File: src/rtl/pipe_hazard_pkg.sv
// Shared types and constants for the parametrised hazard / forwarding unit.
package pipe_hazard_pkg;

    // Register indices are stored at a fixed width so the entry struct can live
    // in the package; the unit zero-extends its REG_W-wide ports into it.
    // NUM_REGS up to 2**MAX_REG_W is supported.
    localparam int unsigned MAX_REG_W = 8;

    // Operand select value meaning "take the register file output".
    localparam int unsigned SEL_REGFILE = 0;

    // One tracked in-flight instruction. Only the EXE entry reads its src fields.
    typedef struct packed {
        logic                 valid;
        logic                 wb_en;
        logic                 is_load;
        logic [MAX_REG_W-1:0] dest;
        logic [MAX_REG_W-1:0] src_1;
        logic [MAX_REG_W-1:0] src_2;
        logic                 src1_used;
        logic                 src2_used;
    } track_entry_t;

    // Empty slot injected on stalls, flushes and reset.
    localparam track_entry_t TRACK_BUBBLE = '0;

endpackage

File: src/rtl/hazard_src_match.sv
// Compares one source register against every tracked stage and reports the
// qualified matches plus the youngest (lowest-index) matching stage.
module hazard_src_match
    import pipe_hazard_pkg::*;
#(
    parameter int unsigned DEPTH = 3,
    parameter int unsigned SEL_W = 2
) (
    input  logic [DEPTH-1:0]                producer_vec, // valid & wb_en per stage
    input  logic [DEPTH-1:0][MAX_REG_W-1:0] dest_vec,
    input  logic [MAX_REG_W-1:0]            src,
    input  logic                            src_used,
    input  logic [DEPTH-1:0]                stage_mask,   // stages eligible for this query
    output logic [DEPTH-1:0]                match_vec,
    output logic [SEL_W-1:0]                youngest
);

    logic found;

    // Per-stage qualified match.
    always_comb begin
        match_vec = '0;
        for (int unsigned k = 0; k < DEPTH; k++) begin
            match_vec[k] = src_used & stage_mask[k] & producer_vec[k] & (dest_vec[k] == src);
        end
    end

    // Priority pick: the youngest producer wins, matches are never merged.
    always_comb begin
        youngest = '0;
        found    = 1'b0;
        for (int unsigned k = 0; k < DEPTH; k++) begin
            if (match_vec[k] && !found) begin
                youngest = SEL_W'(k);
                found    = 1'b1;
            end
        end
    end

endmodule

File: src/rtl/pipe_hazard_fwd_unit.sv
// Hazard detection and EXE forwarding-select unit with a shadow pipeline of
// in-flight write-backs (stage 0 = EXE ... DEPTH-1 = WB) and a global freeze
// driven by mem_ready.
// Optional build macro HAZARD_PERF_CNT_EN adds stall_cnt / fwd_cnt counters.
module pipe_hazard_fwd_unit
    import pipe_hazard_pkg::*;
#(
    parameter  int unsigned NUM_REGS   = 16,
    parameter  int unsigned DEPTH      = 3,  // must be >= 2
    parameter  int unsigned LOAD_STAGE = 2,  // 1 <= LOAD_STAGE <= DEPTH-1
    localparam int unsigned REG_W      = $clog2(NUM_REGS),
    localparam int unsigned SEL_W      = $clog2(DEPTH)
) (
    input  logic             clk,
    input  logic             rst,
    input  logic             fwd_en,
    input  logic             id_valid,
    input  logic [REG_W-1:0] id_src_1,
    input  logic [REG_W-1:0] id_src_2,
    input  logic             id_src1_used,
    input  logic             id_two_src,
    input  logic             id_wb_en,
    input  logic             id_mem_r_en,
    input  logic [REG_W-1:0] id_dest,
    input  logic             branch_taken,
    input  logic             mem_ready,
    output logic             stall_front,
    output logic             freeze_all,
    output logic [SEL_W-1:0] sel_src_1,
    output logic [SEL_W-1:0] sel_src_2
`ifdef HAZARD_PERF_CNT_EN
    ,
    output logic [31:0]      stall_cnt,
    output logic [31:0]      fwd_cnt
`endif
);

    track_entry_t [DEPTH-1:0]        entries_q;
    track_entry_t [DEPTH-1:0]        entries_d;
    track_entry_t                    id_entry;

    logic [DEPTH-1:0]                producer_vec;
    logic [DEPTH-1:0][MAX_REG_W-1:0] dest_vec;
    logic [DEPTH-1:0]                hz_mask;
    logic [DEPTH-1:0]                fw_mask;

    logic [DEPTH-1:0]                hz1_vec;
    logic [DEPTH-1:0]                hz2_vec;
    logic [DEPTH-1:0]                fw1_vec;
    logic [DEPTH-1:0]                fw2_vec;
    logic [SEL_W-1:0]                hz1_idx;
    logic [SEL_W-1:0]                hz2_idx;
    logic [SEL_W-1:0]                fw1_idx;
    logic [SEL_W-1:0]                fw2_idx;

    logic                            raw_hazard;
    logic                            load_id;

    // Pack the ID instruction into a tracker entry.
    always_comb begin
        id_entry           = TRACK_BUBBLE;
        id_entry.valid     = 1'b1;
        id_entry.wb_en     = id_wb_en;
        id_entry.is_load   = id_mem_r_en;
        id_entry.dest      = MAX_REG_W'(id_dest);
        id_entry.src_1     = MAX_REG_W'(id_src_1);
        id_entry.src_2     = MAX_REG_W'(id_src_2);
        id_entry.src1_used = id_src1_used;
        id_entry.src2_used = id_two_src;
    end

    // Per-stage producer info and the stage-eligibility masks for both queries.
    always_comb begin
        producer_vec = '0;
        dest_vec     = '0;
        hz_mask      = '0;
        fw_mask      = '0;
        for (int unsigned k = 0; k < DEPTH; k++) begin
            producer_vec[k] = entries_q[k].valid & entries_q[k].wb_en;
            dest_vec[k]     = entries_q[k].dest;
            if (fwd_en) begin
                // Only a load that will still be too young once the consumer
                // reaches EXE forces a stall.
                hz_mask[k] = entries_q[k].is_load && (k + 1 < LOAD_STAGE);
                fw_mask[k] = (k != 0) && (!entries_q[k].is_load || k >= LOAD_STAGE);
            end else begin
                // Without forwarding, wait until the producer reaches WB
                // (write-through register file), i.e. stall for k <= DEPTH-2.
                hz_mask[k] = (k + 2 <= DEPTH);
                fw_mask[k] = 1'b0;
            end
        end
    end

    hazard_src_match #(
        .DEPTH (DEPTH),
        .SEL_W (SEL_W)
    ) u_hz_src_1 (
        .producer_vec (producer_vec),
        .dest_vec     (dest_vec),
        .src          (MAX_REG_W'(id_src_1)),
        .src_used     (id_valid & id_src1_used),
        .stage_mask   (hz_mask),
        .match_vec    (hz1_vec),
        .youngest     (hz1_idx)
    );

    hazard_src_match #(
        .DEPTH (DEPTH),
        .SEL_W (SEL_W)
    ) u_hz_src_2 (
        .producer_vec (producer_vec),
        .dest_vec     (dest_vec),
        .src          (MAX_REG_W'(id_src_2)),
        .src_used     (id_valid & id_two_src),
        .stage_mask   (hz_mask),
        .match_vec    (hz2_vec),
        .youngest     (hz2_idx)
    );

    hazard_src_match #(
        .DEPTH (DEPTH),
        .SEL_W (SEL_W)
    ) u_fw_src_1 (
        .producer_vec (producer_vec),
        .dest_vec     (dest_vec),
        .src          (entries_q[0].src_1),
        .src_used     (entries_q[0].valid & entries_q[0].src1_used),
        .stage_mask   (fw_mask),
        .match_vec    (fw1_vec),
        .youngest     (fw1_idx)
    );

    hazard_src_match #(
        .DEPTH (DEPTH),
        .SEL_W (SEL_W)
    ) u_fw_src_2 (
        .producer_vec (producer_vec),
        .dest_vec     (dest_vec),
        .src          (entries_q[0].src_2),
        .src_used     (entries_q[0].valid & entries_q[0].src2_used),
        .stage_mask   (fw_mask),
        .match_vec    (fw2_vec),
        .youngest     (fw2_idx)
    );

    assign raw_hazard = (|hz1_vec) | (|hz2_vec);

    // Outputs are forced low while rst is asserted; a branch flush beats a stall.
    assign stall_front = !rst && raw_hazard && mem_ready && !branch_taken;
    assign freeze_all  = !rst && !mem_ready;
    assign sel_src_1   = (!rst && |fw1_vec) ? fw1_idx : SEL_W'(SEL_REGFILE);
    assign sel_src_2   = (!rst && |fw2_vec) ? fw2_idx : SEL_W'(SEL_REGFILE);

    assign load_id = id_valid && !stall_front && !branch_taken;

    // Shadow pipeline advance; everything holds while memory is not ready.
    always_comb begin
        entries_d = entries_q;
        if (mem_ready) begin
            for (int unsigned k = 1; k < DEPTH; k++) begin
                entries_d[k] = entries_q[k-1];
            end
            entries_d[0] = load_id ? id_entry : TRACK_BUBBLE;
        end
    end

    // Tracker state register with synchronous reset to all bubbles.
    always_ff @(posedge clk) begin
        if (rst) begin
            for (int unsigned k = 0; k < DEPTH; k++) begin
                entries_q[k] <= TRACK_BUBBLE;
            end
        end else begin
            entries_q <= entries_d;
        end
    end

    // Source fields of the WB entry and the hazard stage indices are not needed.
    logic unused_bits;
    assign unused_bits = ^{entries_q[DEPTH-1].src_1, entries_q[DEPTH-1].src_2,
                           entries_q[DEPTH-1].src1_used, entries_q[DEPTH-1].src2_used,
                           hz1_idx, hz2_idx};

`ifdef HAZARD_PERF_CNT_EN
    logic [31:0] stall_cnt_q;
    logic [31:0] fwd_cnt_q;

    // Performance counters: wrap naturally, hold during a freeze.
    always_ff @(posedge clk) begin
        if (rst) begin
            stall_cnt_q <= '0;
            fwd_cnt_q   <= '0;
        end else if (!freeze_all) begin
            if (stall_front) begin
                stall_cnt_q <= stall_cnt_q + 32'd1;
            end
            if ((sel_src_1 != SEL_W'(SEL_REGFILE)) || (sel_src_2 != SEL_W'(SEL_REGFILE))) begin
                fwd_cnt_q <= fwd_cnt_q + 32'd1;
            end
        end
    end

    assign stall_cnt = stall_cnt_q;
    assign fwd_cnt   = fwd_cnt_q;
`endif

endmodule

File: config.mk
export PLATFORM = sky130hd
export DESIGN_NAME = pipe_hazard_fwd_unit
export DESIGN_NICKNAME = d
export VERILOG_FILES = /design/src/rtl/pipe_hazard_pkg.sv /design/src/rtl/hazard_src_match.sv /design/src/rtl/pipe_hazard_fwd_unit.sv
export SDC_FILE = /design/constraint.sdc
export NUM_CORES = 1
export LEC_CHECK = 0
export BUFFER_PORTS_ARGS = -buffer_cell sky130_fd_sc_hd__buf_2
export CAP_MARGIN = 20
export CORE_MARGIN = 1.5
export CORE_UTILIZATION = 40
export DETAILED_ROUTE_END_ITERATION = 7
export GPL_ROUTABILITY_DRIVEN = 0
export SLEW_MARGIN = 15
export SYNTH_ARGS = -nofsm -noshare
export SYNTH_HDL_FRONTEND = slang
export SYNTH_SLANG_ARGS = --single-unit
File: constraint.sdc
create_clock -name clk -period 1.7 [get_ports clk]
set_input_delay 0.34 -clock clk [delete_from_list [all_inputs] [get_ports clk]]
set_output_delay 0.34 -clock clk [all_outputs]
set_load 0.005 [all_outputs]
-- Word-level counts from Yosys, hierarchy flattened
Index checks and enable logic that the tools add are counted.
Widths: inputs -> output; s select.
- output and inout port bits: 6
- register bits after elaboration: 50
- input bits: 22
- bitwise logic cells: 32
- equality and inequality tests: 8
- reductions and logical operators: 21
- multiplexer cells: 13
- operators by type and width (operator ; number):
    $eq 8x4->1 ; 4
    $eq 8x8->1 ; 4
    $and 1x1->1 ; 31
    $mux 29 ; 1
    $logic_and 1x1->1 ; 10
    $mux 1 ; 8
    $mux 2 ; 4
    $reduce_or 2->1 ; 4
    $logic_not 1->1 ; 7
    $or 1x1->1 ; 1

-- Logic depth before layout (Yosys ltp)
Gate-level depths: netlist (run 1).
- depth after elaboration: 13
- gate-level depth with buffers: 7
- depth with buffers taken out: 5

-- Hierarchy
From an unflattened synthesis (run 1), not the netlist that was laid out.
- cell total of the unflattened synthesis: 262
- area total of the unflattened synthesis: 2382.3 um^2
- by module, submodules not included (module ; cells an instance ; times used ; area an instance (um^2) ; sequential area each (um^2)):
    hazard_src_match ; 38 ; 4 ; 307.8 ; 0.0
    pipe_hazard_fwd_unit ; 110 ; 1 ; 1151.1 ; 600.6

-- Worst setup path after synthesis (run 1)
OpenSTA, ideal clock, no wires.
- kind: input to output
- from: in rst
- to: out stall_front
- arrival: 1162 ps
- cell stages on the path: 4
- setup slack: 198 ps
- path buffers: 2
- path through: buf_4 > nor3b_4 > buf_2 > and2_1
- longest elaborated chain between the ends: 4
- ends and longest elaborated chain (element ; line ; text):
    start, declared ; pipe_hazard_fwd_unit.sv:15 ; input logic rst,
    $logic_not 1->1 ; pipe_hazard_fwd_unit.sv:150 ; assign stall_front = !rst && raw_hazard && mem_ready && !branch_taken;
    $logic_and 1x1->1 (3 in series) ; pipe_hazard_fwd_unit.sv:150 ;
    end, declared ; pipe_hazard_fwd_unit.sv:27 ; output logic stall_front,
Every way passes these cells.

-- Worst setup path after layout (run 1)
- from: reg entries_q[57] (netlist bit)
- to: out stall_front
- longest elaborated chain between the ends: 8
- ends and longest elaborated chain (element ; line ; text):
    start, declared ; pipe_hazard_fwd_unit.sv:38 ; track_entry_t [DEPTH-1:0] entries_q;
    start signal, assigned ; pipe_hazard_fwd_unit.sv:175 ; entries_q <= entries_d;
    $and 1x1->1 (*) ; pipe_hazard_fwd_unit.sv:79 ; producer_vec[k] = entries_q[k].valid & entries_q[k].wb_en;
    $and 1x1->1 (2 in series) ; hazard_src_match.sv:24 ; match_vec[k] = src_used & stage_mask[k] & producer_vec[k] & (dest_vec[k] == src);
    $reduce_or 2->1 ; pipe_hazard_fwd_unit.sv:147 ; assign raw_hazard = (|hz1_vec) | (|hz2_vec);
    $or 1x1->1 (*) ; pipe_hazard_fwd_unit.sv:147 ;
    $logic_and 1x1->1 (*) (3 in series) ; pipe_hazard_fwd_unit.sv:150 ;
Every way passes the cells marked *; elsewhere a longest branch is shown, timed or not.

==> results of run 1 <==
-- registers in the layout, indices dropped and copies added (netlist names) --
| register | cells |
|---|---|
| entries_q | 18 |
| dest_vec | 12 |
-- cells by family after synthesis --
| logic type | Yosys count | synth area share, % |
|---|---|---|
| simple gates | 78 | 23.7 |
| xor+xnor | 32 | 17.0 |
| flops | 30 | 36.4 |
| compound gates | 19 | 8.11 |
| buf+inv | 14 | 6.97 |
| mux | 13 | 7.88 |
-- cells in the mapped netlist (all sizes together) --
library cell / instances / area [µm²]
dfxtp: 30 / 601
nand2: 23 / 86.3
nand3: 19 / 95.1
o21ai: 17 / 123
xnor2: 17 / 149
nor2: 16 / 62.6
xor2: 15 / 131
mux2i: 13 / 130
buf: 12 / 108
nand4: 7 / 43.8
nor3: 7 / 35.0
nor3b: 2 / 26.3
a21oi: 1 / 5.00
and2: 1 / 6.26
and4b: 1 / 10.0
clkbuf: 1 / 3.75
inv: 1 / 3.75
nand3b: 1 / 20.0
nor2b: 1 / 6.26
o22ai: 1 / 6.26
-- layer usage --
layer  vias to the layer above  global-route usage, %
li1                        704                      -
met1                       624                   25.0
met2                        28                   31.3
met3                         6                   4.50
met4                         0                   6.89
met5                         -                      0
-- power groups by stage --
stage	registers, µW	logic (µW)	clock network [µW]
after floorplan	742	94.8	0
after global routing	727	176	581
after global placement	747	153	0
final	726	160	518
after CTS	728	155	535
after detailed placement	747	154	0
-- worst paths after layout --
check | start | to | slack [ps]
max | entries_q[57] | stall_front | -130
max reg2reg | entries_q[57] | dest_vec[1] | 180
min reg2reg | entries_q[27] | entries_q[27] | 480
min | id_dest[3] | dest_vec[3] | 320
-- final cells by class --
class,instances,area [µm²]
Fill cell,414,1970
Multi-Input combinational cell,142,977
Sequential cell,30,621
Timing Repair Buffer,42,262
Clock buffer,7,76.3
Tap cell,50,62.6
Inverter,1,3.75
-- worst reg2reg max path: stages, from the launching register on --
cell and delay [ps]:
sky130_fd_sc_hd__dfxtp_1 380, sky130_fd_sc_hd__and4b_1 240, sky130_fd_sc_hd__nand2_1 60, sky130_fd_sc_hd__o22ai_1 160, sky130_fd_sc_hd__nand3b_4 150, sky130_fd_sc_hd__buf_4 260
sky130_fd_sc_hd__o21ai_0 140
-- per-stage QoR --
step / area (µm²) / util [%] / setup TNS (ps) / power [µW]
after floorplan: 1650 / - / 0 / 837
after global placement: 1840 / 46.4 / 0 / 900
after detailed placement: 1840 / 46.4 / 0 / 901
after CTS: 1960 / 49.3 / -459 / 1420
after global routing: 2000 / 50.4 / -864 / 1480
final: 2000 / 50.4 / -403 / 1400
-- what timing repair did --
action	4_1_cts	5_1_grt
buffers inserted	0	1
pin swaps	5	6
resized for setup	14	8
endpoints found under the setup margin	5	6
==> load_flow_metrics.sql, run 1 <==
INSERT INTO impl_metrics (metric_group, metric, value, unit) VALUES
('status', 'run_status', 'finished with violations', ''),
('status', 'failed_checks', 'negative setup slack', ''),
('routing', 'detailroute.wirelength.met2', '1860', 'µm'),
('floorplan', 'initial_utilization', '41.6', '%'),
('layout', 'most_common_cell_after_layout_fill_and_taps_aside', 'sky130_fd_sc_hd__buf_2', ''),
('layout', 'most-common-layout-cells', '26 x sky130_fd_sc_hd__buf_2, 24 x sky130_fd_sc_hd__dfxtp_1, 23 x sky130_fd_sc_hd__nand2_1', ''),
('global_routing', 'grt_usage', '19.3', '%'),
('critical_path', 'worstRegToRegCells', '6', ''),
('sta', 'worst_pin_slew', '246', 'ps'),
('routing', 'drt_pass_1_iters', '4', ''),
('critical_path', 'cp_cell_sequence', 'and4b_1 -> nand2_1 -> o22ai_1 -> nand3b_4 -> and2_4 -> buf_6', ''),
('pwr', 'p_sw_share', '24.1', '%'),
('routing', 'routedWlPerCell', '14.3', 'µm'),
('job', 'timing.max_cap.violations', '0', ''),
('floorplan', 'fp.coreArea', '3970', 'µm²'),
('pwr', 'irDropWorstVdd', '0.000402', 'V'),
('sta', 'worst_hold_slack', '321', 'ps'),
('routing', 'top_signal_layer_used', 'met4', ''),
('sta', 'post-route-worst-setup-slack', '-131', 'ps'),
('sta', 'fmax', '546', 'MHz'),
('floorplan', 'die_height', '67.3', 'µm'),
('pwr', 'power.share.combinational', '11.4', '%'),
('layout', 'fraction_of_final_layout_cells_sized_beyond_drive_strength_1', '33.3', '%'),
('floorplan', 'floorplan.die_area', '4520', 'µm²'),
('floorplan', 'design.portCount', '28', ''),
('clocking', 'tritoncts', 'yes', ''),
('critical_path', 'top_delay_family_on_crit_path', 'simple AND/OR/NAND/NOR gates', ''),
('critical_path', 'path_depth', '6', ''),
('placed_design', 'placedCellCount', '264', ''),
('routing', 'route.vias.total', '1362', ''),
('critical_path', 'max_stage_delay', '380', 'ps'),
('worst_hold_path', 'min-delay-path-class', 'in -> reg', ''),
('sta', 'timing.final.crit_share', '108', '%'),
('floorplan', 'floorplan.die.width', '67.3', 'µm'),
('pwr', 'intPower', '1070', 'µW'),
('synthesis', 'synth-seq-cells', '30', ''),
('synthesis', 'netlist_instances', '186', ''),
('global_routing', 'maximum_number_of_pins_on_one_net_before_global_route_repair', '18', ''),
('layout', 'synthToLayoutAreaGrowth', '21.2', '%'),
('pwr', 'power_density', '701', 'nW/µm²'),
('routing', 'drt_drc_violations_left', '0', ''),
('clocking', 'clock-sinks', '30', ''),
('synthesis', 'yosys_warnings', '0', ''),
('pwr', 'clockPowerShare', '36.9', '%'),
('placed_design', 'numPortBuffers', '27', ''),
('floorplan', 'placement_rows', '23', ''),
('sta', 'finalClockSkew', '2.61', 'ps'),
('critical_path', 'crit_path_end_kind', 'primary output', ''),
('critical_path', 'worstPathMaxFanout', '4', ''),
('sta', 'finalSetupViolCount', '5', ''),
('clocking', 'post_cts_hold_buffer_count', '0', ''),
('worst_hold_path', 'worstHoldPathCells', '3', ''),
('sta', 'finalHoldViolations', '0', ''),
('pwr', 'switchingPower', '338', 'µW'),
('clocking', 'numCtsBuffers', '5', ''),
('sta', 'drv_slew', '0', ''),
('routing', 'drt_first_iter_violations', '35', ''),
('synthesis', 'synth.net_count', '208', ''),
('global_routing', 'grt-ovfl-total', '0', ''),
('critical_path', 'worstSetupPathType', 'reg -> out', ''),
('layout', 'insertedDiodeCount', '0', ''),
('global_routing', 'initial_antenna_violation_count', '0', ''),
('routing', 'wl_met1', '1840', 'µm'),
('synthesis', 'seq_area_frac_synth', '36.4', '%'),
('global_routing', 'grt_pass1_vias', '1302', ''),
('routing', 'route.final.wire_length', '3880', 'µm'),
('global_routing', 'first_pass_grt_wire_length', '6300', 'µm'),
('placed_design', 'post-dp-hpwl', '2870', 'µm'),
('critical_path', 'cp_data_required_time', '1360', 'ps'),
('clocking', 'clk_path_buf_depth', '2', ''),
('critical_path', 'path_buf_inv', '1', '');
Note: power is estimated with default switching activity, not from simulation.
==> run 2: changes to the inputs <==
--- a/config.mk
+++ b/config.mk
@@ -5,6 +5,7 @@
 export SDC_FILE = /design/constraint.sdc
 export NUM_CORES = 1
 export LEC_CHECK = 0
+export ABC_AREA = 1
 export BUFFER_PORTS_ARGS = -buffer_cell sky130_fd_sc_hd__buf_2
 export CAP_MARGIN = 20
 export CORE_MARGIN = 1.5
==> load_flow_metrics.sql, run 2 <==
INSERT INTO impl_metrics (metric_group, metric, value, unit) VALUES
('status', 'run_status', 'finished with violations', ''),
('status', 'failed_checks', 'negative setup slack', ''),
('critical_path', 'crit_path_end_kind', 'primary output', ''),
('sta', 'finalHoldViolations', '0', ''),
('placed_design', 'pre_cts_slack', '103', 'ps'),
('floorplan', 'die_height', '68.3', 'µm'),
('clocking', 'worst_setup_hold_path_clk_slew', '60', 'ps'),
('placed_design', 'numPortBuffers', '27', ''),
('synthesis', 'most_used_flip_flop_cell_after_synthesis', 'sky130_fd_sc_hd__dfxtp_1', ''),
('pwr', 'power_density', '704', 'nW/µm²'),
('clocking', 'clock_latency', '280', 'ps'),
('synthesis', 'number_of_flops_mapped_to_enable_cells_by_yosys', '0', ''),
('placed_design', 'placement.cell_area', '1910', 'µm²'),
('clocking', 'tritoncts', 'yes', ''),
('routing', 'drtAntennaViolNets', '0', ''),
('global_routing', 'grt_usage', '21.8', '%'),
('layout', 'largest_register_ff_count', '18', ''),
('layout', 'synthToLayoutAreaGrowth', '23.8', '%'),
('global_routing', 'initial_antenna_violation_count', '0', ''),
('critical_path', 'worst_r2r_endpoint', 'entries_q[11]', ''),
('routing', 'drt_pass_1_iters', '4', ''),
('clocking', 'clock-sinks', '30', ''),
('sta', 'worst_pin_slew', '276', 'ps'),
('synthesis', 'synth.net_count', '279', ''),
('sta', 'post-route-worst-setup-slack', '-54.7', 'ps'),
('sta', 'grt_setup_unrepaired', 'yes', ''),
('routing', 'avgViaCountPerCell', '4.82', ''),
('critical_path', 'rr_startpoint', 'dest_vec[9]', ''),
('worst_hold_path', 'min-delay-path-class', 'in -> reg', ''),
('sta', 'drv_slew', '0', ''),
('routing', 'route.vias.total', '1666', ''),
('synthesis', 'seq_area_frac_synth', '35.2', '%'),
('critical_path', 'worstPathMaxFanout', '5', ''),
('sta', 'finalSetupViolCount', '2', ''),
('synthesis', 'yosys.cell_count.top_type', 'sky130_fd_sc_hd__nand2_1', ''),
('layout', 'most-common-layout-cells', '92 x sky130_fd_sc_hd__nand2_1, 27 x sky130_fd_sc_hd__buf_2, 21 x sky130_fd_sc_hd__nor2_1', ''),
('global_routing', 'grt-ovfl-total', '0', ''),
('floorplan', 'initial_utilization', '42.0', '%'),
('synthesis', 'synth_largest_area_cell', 'sky130_fd_sc_hd__dfxtp_1', ''),
('routing', 'drt_first_iter_violations', '91', ''),
('sta', 'finalClockSkew', '3.86', 'ps'),
('clocking', 'cts.htree.levels', '2', ''),
('global_routing', 'maximum_number_of_pins_on_one_net_before_global_route_repair', '18', ''),
('routing', 'routedWlPerCell', '13.3', 'µm'),
('synthesis', 'synthesis.area_per_instance', '6.63', 'µm²'),
('clocking', 'numCtsBuffers', '5', ''),
('floorplan', 'floorplan.die_area', '4660', 'µm²'),
('worst_hold_path', 'worstHoldPathCells', '3', ''),
('sta', 'fmax', '570', 'MHz'),
('layout', 'insertedDiodeCount', '0', ''),
('layout', 'finish.instance_area', '2110', 'µm²'),
('clocking', 'cell_at_the_root_of_the_clock_tree', 'sky130_fd_sc_hd__clkbuf_8', ''),
('synthesis', 'synth_async_sr_flop_share', '0', '%'),
('critical_path', 'rrSetupSlack', '270', 'ps'),
('critical_path', 'cp_data_required_time', '1360', 'ps'),
('routing', 'route.final.wire_length', '4600', 'µm'),
('sta', 'max_slew_margin', '81.5', '%'),
('synthesis', 'netlist-cell-type-count', '29', ''),
('synthesis', 'synth.area.top_cells', 'sky130_fd_sc_hd__dfxtp_1 35%, sky130_fd_sc_hd__nand2_1 21%, sky130_fd_sc_hd__nor2_1 5.9%', ''),
('placed_design', 'post-dp-hpwl', '3410', 'µm'),
('worst_hold_path', 'worst_hold_launch', 'id_dest[1]', ''),
('critical_path', 'worstSetupPathType', 'reg -> out', ''),
('floorplan', 'floorplan.die.width', '68.3', 'µm'),
('pwr', 'irDropWorstVdd', '0.000500', 'V'),
('synthesis', 'post-synth-top-area-fraction', '35.2', '%'),
('floorplan', 'placement_rows', '23', ''),
('synthesis', 'netlist_instances', '257', ''),
('clocking', 'clk_path_buf_depth', '2', ''),
('layout', 'fraction_of_final_layout_cells_sized_beyond_drive_strength_1', '34.1', '%'),
('critical_path', 'worstRegToRegCells', '10', ''),
('floorplan', 'fp.coreArea', '4060', 'µm²'),
('global_routing', 'grt_pass1_vias', '1456', ''),
('routing', 'drt_drc_violations_left', '0', ''),
('pwr', 'total_leakage_power', '0.00102', 'µW'),
('synthesis', 'synthesized_cell_area', '1700', 'µm²'),
('worst_hold_path', 'hold_end', 'dest_vec[1]', ''),
('job', 'timing.max_cap.violations', '0', ''),
('layout', 'most_common_cell_after_layout_fill_and_taps_aside', 'sky130_fd_sc_hd__nand2_1', ''),
('synthesis', 'yosys_warnings', '0', ''),
('global_routing', 'first_pass_grt_wire_length', '7270', 'µm'),
('sta', 'timing.final.crit_share', '103', '%'),
('floorplan', 'design.portCount', '28', ''),
('synthesis', 'post_synth_most_frequent_cells', '97 x sky130_fd_sc_hd__nand2_1, 30 x sky130_fd_sc_hd__dfxtp_1, 27 x sky130_fd_sc_hd__nor2_1', ''),
('critical_path', 'cp.arrival', '1410', 'ps'),
('layout', 'max_flop_register', 'entries_q', ''),
('layout', 'nNetsFinal', '317', ''),
('sta', 'worst_hold_slack', '273', 'ps'),
('critical_path', 'worst_setup_path_start_kind', 'flip-flop', ''),
('sta', 'min_period', '1750', 'ps'),
('synthesis', 'synth-seq-cells', '30', '');
run 2: final cells by class:
type | count | area (µm²)
fillers | 422 | 1950
multi-input cells | 192 | 1000
flip-flops and latches | 30 | 628
repair buffers | 36 | 203
inverters | 30 | 123
clock buffers | 7 | 86.3
well taps | 50 | 62.6
clock inverters | 1 | 5.00
run 2: metrics by stage:
step                      power, µW  utilization, %  instances  TNS (ps)
final                          1480            52.0        346     -96.8
after global routing           1560            52.0        346      -474
after CTS                      1490            50.7        345     -44.9
after detailed placement        896            47.1        335         0
after global placement          895            47.1        335         0
after floorplan                 825               -        257         0
run 2: metal layers:
| metal | vias up | global-route usage [%] | share of wire [%] |
|---|---|---|---|
| li1 | 891 | - | - |
| met1 | 743 | 30.7 | 51 |
| met2 | 26 | 32.4 | 45 |
| met3 | 6 | 4.93 | 2.7 |
| met4 | 0 | 7.50 | 1.4 |
| met5 | - | 0 | 0 |
run 2: report_power, final:
part / internal, µW / total [µW] / leakage [µW] / switching, µW
clock network: 326 / 594 / 0.0000482 / 268
logic: 63.3 / 162 / 0.000720 / 98.7
registers: 714 / 729 / 0.000251 / 15.3
total: 1100 / 1480 / 0.00102 / 382
run 2: cells by family (layout without fill, tap and decap cells):
family          count (synthesis)  in the layout  share of synthesized area [%]
compound gates                 25             25                           8.22
buf+inv                        35             74                           8.81
flops                          30             30                           35.2
xor+xnor                        8              8                           4.11
simple gates                  159            159                           43.6
run 2: worst max path at each step:
| stage | startpoint | slack, ps | to |
|---|---|---|---|
| finish | dest_vec[10] | -50 | stall_front |
| global route | dest_vec[10] | -130 | stall_front |
| CTS | dest_vec[2] | -40 | stall_front |
| detailed placement | fwd_en | 100 | stall_front |
| global placement | fwd_en | 110 | stall_front |
| floorplan | dest_vec[11] | 230 | stall_front |
run 2: repair_timing:
item | CTS | global route
pin swaps | 7 | 7
hold buffers | 0 | 0
gates resized for setup | 25 | 18
endpoints found under the setup margin | 3 | 5
buffers inserted | 2 | 1
run 2: critical path, stage by stage (launching register included):
cell and delay (ps):
sky130_fd_sc_hd__dfxtp_4 390, sky130_fd_sc_hd__inv_4 50, sky130_fd_sc_hd__nand2_2 50, sky130_fd_sc_hd__nand2_2 50, sky130_fd_sc_hd__nor2_1 100, sky130_fd_sc_hd__nand3_1 100
sky130_fd_sc_hd__nand2_2 130, sky130_fd_sc_hd__nor2_8 50, sky130_fd_sc_hd__nor3_4 80, sky130_fd_sc_hd__buf_2 120
==> run 3: changes to the inputs <==
--- a/config.mk
+++ b/config.mk
@@ -16,3 +16,4 @@
 export SYNTH_ARGS = -nofsm -noshare
 export SYNTH_HDL_FRONTEND = slang
 export SYNTH_SLANG_ARGS = --single-unit
+export TNS_END_PERCENT = 100
==> constraint.sdc (replaced) <==
create_clock -name clk -period 1.7 [get_ports clk]
set_input_delay 0.34 -clock clk [delete_from_list [all_inputs] [get_ports clk]]
set_output_delay 0.34 -clock clk [all_outputs]
set_load 0.02 [all_outputs]
==> load_flow_metrics.sql, run 3 (synthesis results as in run 2) <==
INSERT INTO impl_metrics (metric_group, metric, value, unit) VALUES
('routing', 'route.final.wire_length', '4460', 'µm'),
('job', 'timing.max_cap.violations', '0', ''),
('clocking', 'numCtsBuffers', '5', ''),
('pwr', 'p_sw_share', '26.4', '%'),
('sta', 'drv_slew', '0', ''),
('placed_design', 'numPortBuffers', '27', ''),
('clocking', 'clock_latency', '290', 'ps'),
('clocking', 'cell_at_the_root_of_the_clock_tree', 'sky130_fd_sc_hd__clkbuf_8', ''),
('critical_path', 'worstPathMaxFanout', '6', ''),
('clocking', 'tritoncts', 'yes', ''),
('routing', 'drt_pass_1_iters', '4', ''),
('floorplan', 'die_height', '68.3', 'µm'),
('critical_path', 'worst_r2r_endpoint', 'entries_q[10]', ''),
('pwr', 'switchingPower', '395', 'µW'),
('floorplan', 'initial_utilization', '42.0', '%'),
('floorplan', 'fp.coreArea', '4060', 'µm²'),
('critical_path', 'crit_path_end_kind', 'primary output', ''),
('floorplan', 'placement_rows', '23', ''),
('worst_hold_path', 'min-delay-path-class', 'in -> reg', ''),
('layout', 'insertedDiodeCount', '0', ''),
('floorplan', 'floorplan.die.width', '68.3', 'µm'),
('pwr', 'power.share.combinational', '10.4', '%'),
('critical_path', 'worst_setup_path_start_kind', 'flip-flop', ''),
('critical_path', 'rr_startpoint', 'dest_vec[2]', ''),
('clocking', 'clk_path_buf_depth', '2', ''),
('critical_path', 'worstSetupPathType', 'reg -> out', ''),
('sta', 'post-route-worst-setup-slack', '-87.1', 'ps'),
('pwr', 'power.share.sequential', '48.8', '%'),
('clocking', 'post_cts_hold_buffer_count', '0', ''),
('pwr', 'power_density', '702', 'nW/µm²'),
('routing', 'routedWlPerCell', '12.9', 'µm'),
('status', 'run_status', 'finished with violations', ''),
('status', 'failed_checks', 'negative setup slack', ''),
('pwr', 'clockPowerShare', '40.9', '%'),
('sta', 'finalSetupViolCount', '5', ''),
('worst_hold_path', 'worst_hold_launch', 'id_dest[1]', ''),
('critical_path', 'worstRegToRegCells', '10', ''),
('critical_path', 'highest_delay_cell_along_the_critical_path', 'sky130_fd_sc_hd__dfxtp_4', ''),
('routing', 'avgViaCountPerCell', '4.92', ''),
('layout', 'synthToLayoutAreaGrowth', '24.9', '%'),
('global_routing', 'grt_usage', '21.6', '%'),
('sta', 'grt_setup_unrepaired', 'yes', ''),
('global_routing', 'grt_pass1_vias', '1499', ''),
('sta', 'fmax', '560', 'MHz'),
('sta', 'worst_pin_slew', '245', 'ps'),
('placed_design', 'post-dp-hpwl', '3360', 'µm'),
('critical_path', 'cp_cell_sequence', 'inv_6 -> nand2_1 -> nand2_1 -> nor2_1 -> nand3_2 -> nand2_4 -> nor2_8 -> nor3_4 -> buf_6', ''),
('placed_design', 'pre_cts_slack', '44.8', 'ps'),
('layout', 'stdcell_count', '345', ''),
('critical_path', 'max_stage_delay', '400', 'ps'),
('layout', 'fraction_of_final_layout_cells_sized_beyond_drive_strength_1', '32.5', '%'),
('clocking', 'clock-sinks', '30', ''),
('floorplan', 'floorplan.die_area', '4660', 'µm²'),
('worst_hold_path', 'worstHoldPathCells', '3', ''),
('routing', 'drt_drc_violations_left', '0', ''),
('sta', 'finalHoldViolations', '0', ''),
('routing', 'route.vias.total', '1698', ''),
('pwr', 'intPower', '1100', 'µW'),
('sta', 'min_period', '1790', 'ps'),
('worst_hold_path', 'hold_end', 'dest_vec[1]', ''),
('pwr', 'total_leakage_power', '0.00102', 'µW'),
('critical_path', 'cp_data_required_time', '1360', 'ps'),
('clocking', 'cts.htree.levels', '2', ''),
('layout', 'nNetsFinal', '316', ''),
('layout', 'most-common-layout-cells', '94 x sky130_fd_sc_hd__nand2_1, 25 x sky130_fd_sc_hd__nor2_1, 22 x sky130_fd_sc_hd__buf_2', ''),
('global_routing', 'grt-ovfl-total', '0', ''),
('layout', 'most_common_cell_after_layout_fill_and_taps_aside', 'sky130_fd_sc_hd__nand2_1', ''),
('sta', 'fin_setup_tns', '-141', 'ps'),
('global_routing', 'maximum_number_of_pins_on_one_net_before_global_route_repair', '18', ''),
('critical_path', 'most_frequent_cell_on_critical_path', 'sky130_fd_sc_hd__nand2_1', ''),
('global_routing', 'initial_antenna_violation_count', '0', ''),
('routing', 'drtAntennaViolNets', '0', ''),
('sta', 'finalClockSkew', '3.63', 'ps'),
('sta', 'max_slew_margin', '83.6', '%'),
('sta', 'timing.final.crit_share', '105', '%'),
('critical_path', 'cp.arrival', '1450', 'ps'),
('floorplan', 'design.portCount', '28', ''),
('placed_design', 'placedCellCount', '335', ''),
('critical_path', 'rrSetupSlack', '270', 'ps'),
('global_routing', 'first_pass_grt_wire_length', '7320', 'µm'),
('clocking', 'worst_setup_hold_path_clk_slew', '60', 'ps'),
('layout', 'largest_register_ff_count', '18', ''),
('pwr', 'irDropWorstVdd', '0.000404', 'V'),
('routing', 'drt_first_iter_violations', '103', ''),
('layout', 'max_flop_register', 'entries_q', '');
-- run 3: cell count changes in the layout (fill, tap and decap cells not counted), sizes merged --
cell	previous run	this run
buf	36	35
-- run 3: how the worst max path moves through the flow --
stage / from / to / slack [ps] / cells past startpoint
finish: dest_vec[11] / stall_front / -90 / 9
global route: dest_vec[3] / stall_front / -200 / 9
CTS: dest_vec[9] / stall_front / -80 / 9
detailed placement: fwd_en / sel_src_2[0] / 40 / 8
global placement: fwd_en / stall_front / 50 / 9
floorplan: dest_vec[11] / stall_front / 130 / 9
-- run 3: cell type report --
cell class                 count  area (µm²)
clock buffer                   7        86.3
clock inverter                 1        5.00
fill                         419        1930
inverter                      30         125
multi-input combinational    192        1000
sequential                    30         632
tap                           50        62.6
timing repair buffer          35         215
-- run 3: per-stage QoR --
step	hold slack (ps)	power [µW]	utilization [%]	instance area, µm²
final	265	1490	52.5	2130
after global routing	271	1550	52.5	2130
after CTS	261	1500	51.3	2080
after global placement	441	896	47.1	1910
after detailed placement	443	894	47.1	1910
after floorplan	426	826	-	1700
-- run 3: what timing repair did --
action / in CTS / in global routing
pin swaps: 9 / 11
setup endpoints to repair: 5 / 5
gates resized for setup: 34 / 13
buffers inserted: 1 / 1
-- run 3: per-layer routing --
layer | vias up | global-route usage (%) | wire (µm)
li1 | 885 | - | -
met1 | 768 | 30.2 | 2170
met2 | 38 | 31.6 | 1980
met3 | 7 | 4.44 | 239
met4 | 0 | 10.0 | 72
met5 | - | 0 | 0
-- run 3: power groups by stage --
stage               clock, µW  combinational, µW  sequential (µW)
detailed placement          0                148              746
CTS                       620                151              729
finish                    611                155              729
global placement            0                149              746
global route              645                174              730
floorplan                   0               84.7              742
-- run 3: critical path, delay by kind of cell (launching register included) --
family | cells | cell delay, ps
buf+inv | 2 | 180
flops | 1 | 400
simple gates | 7 | 580
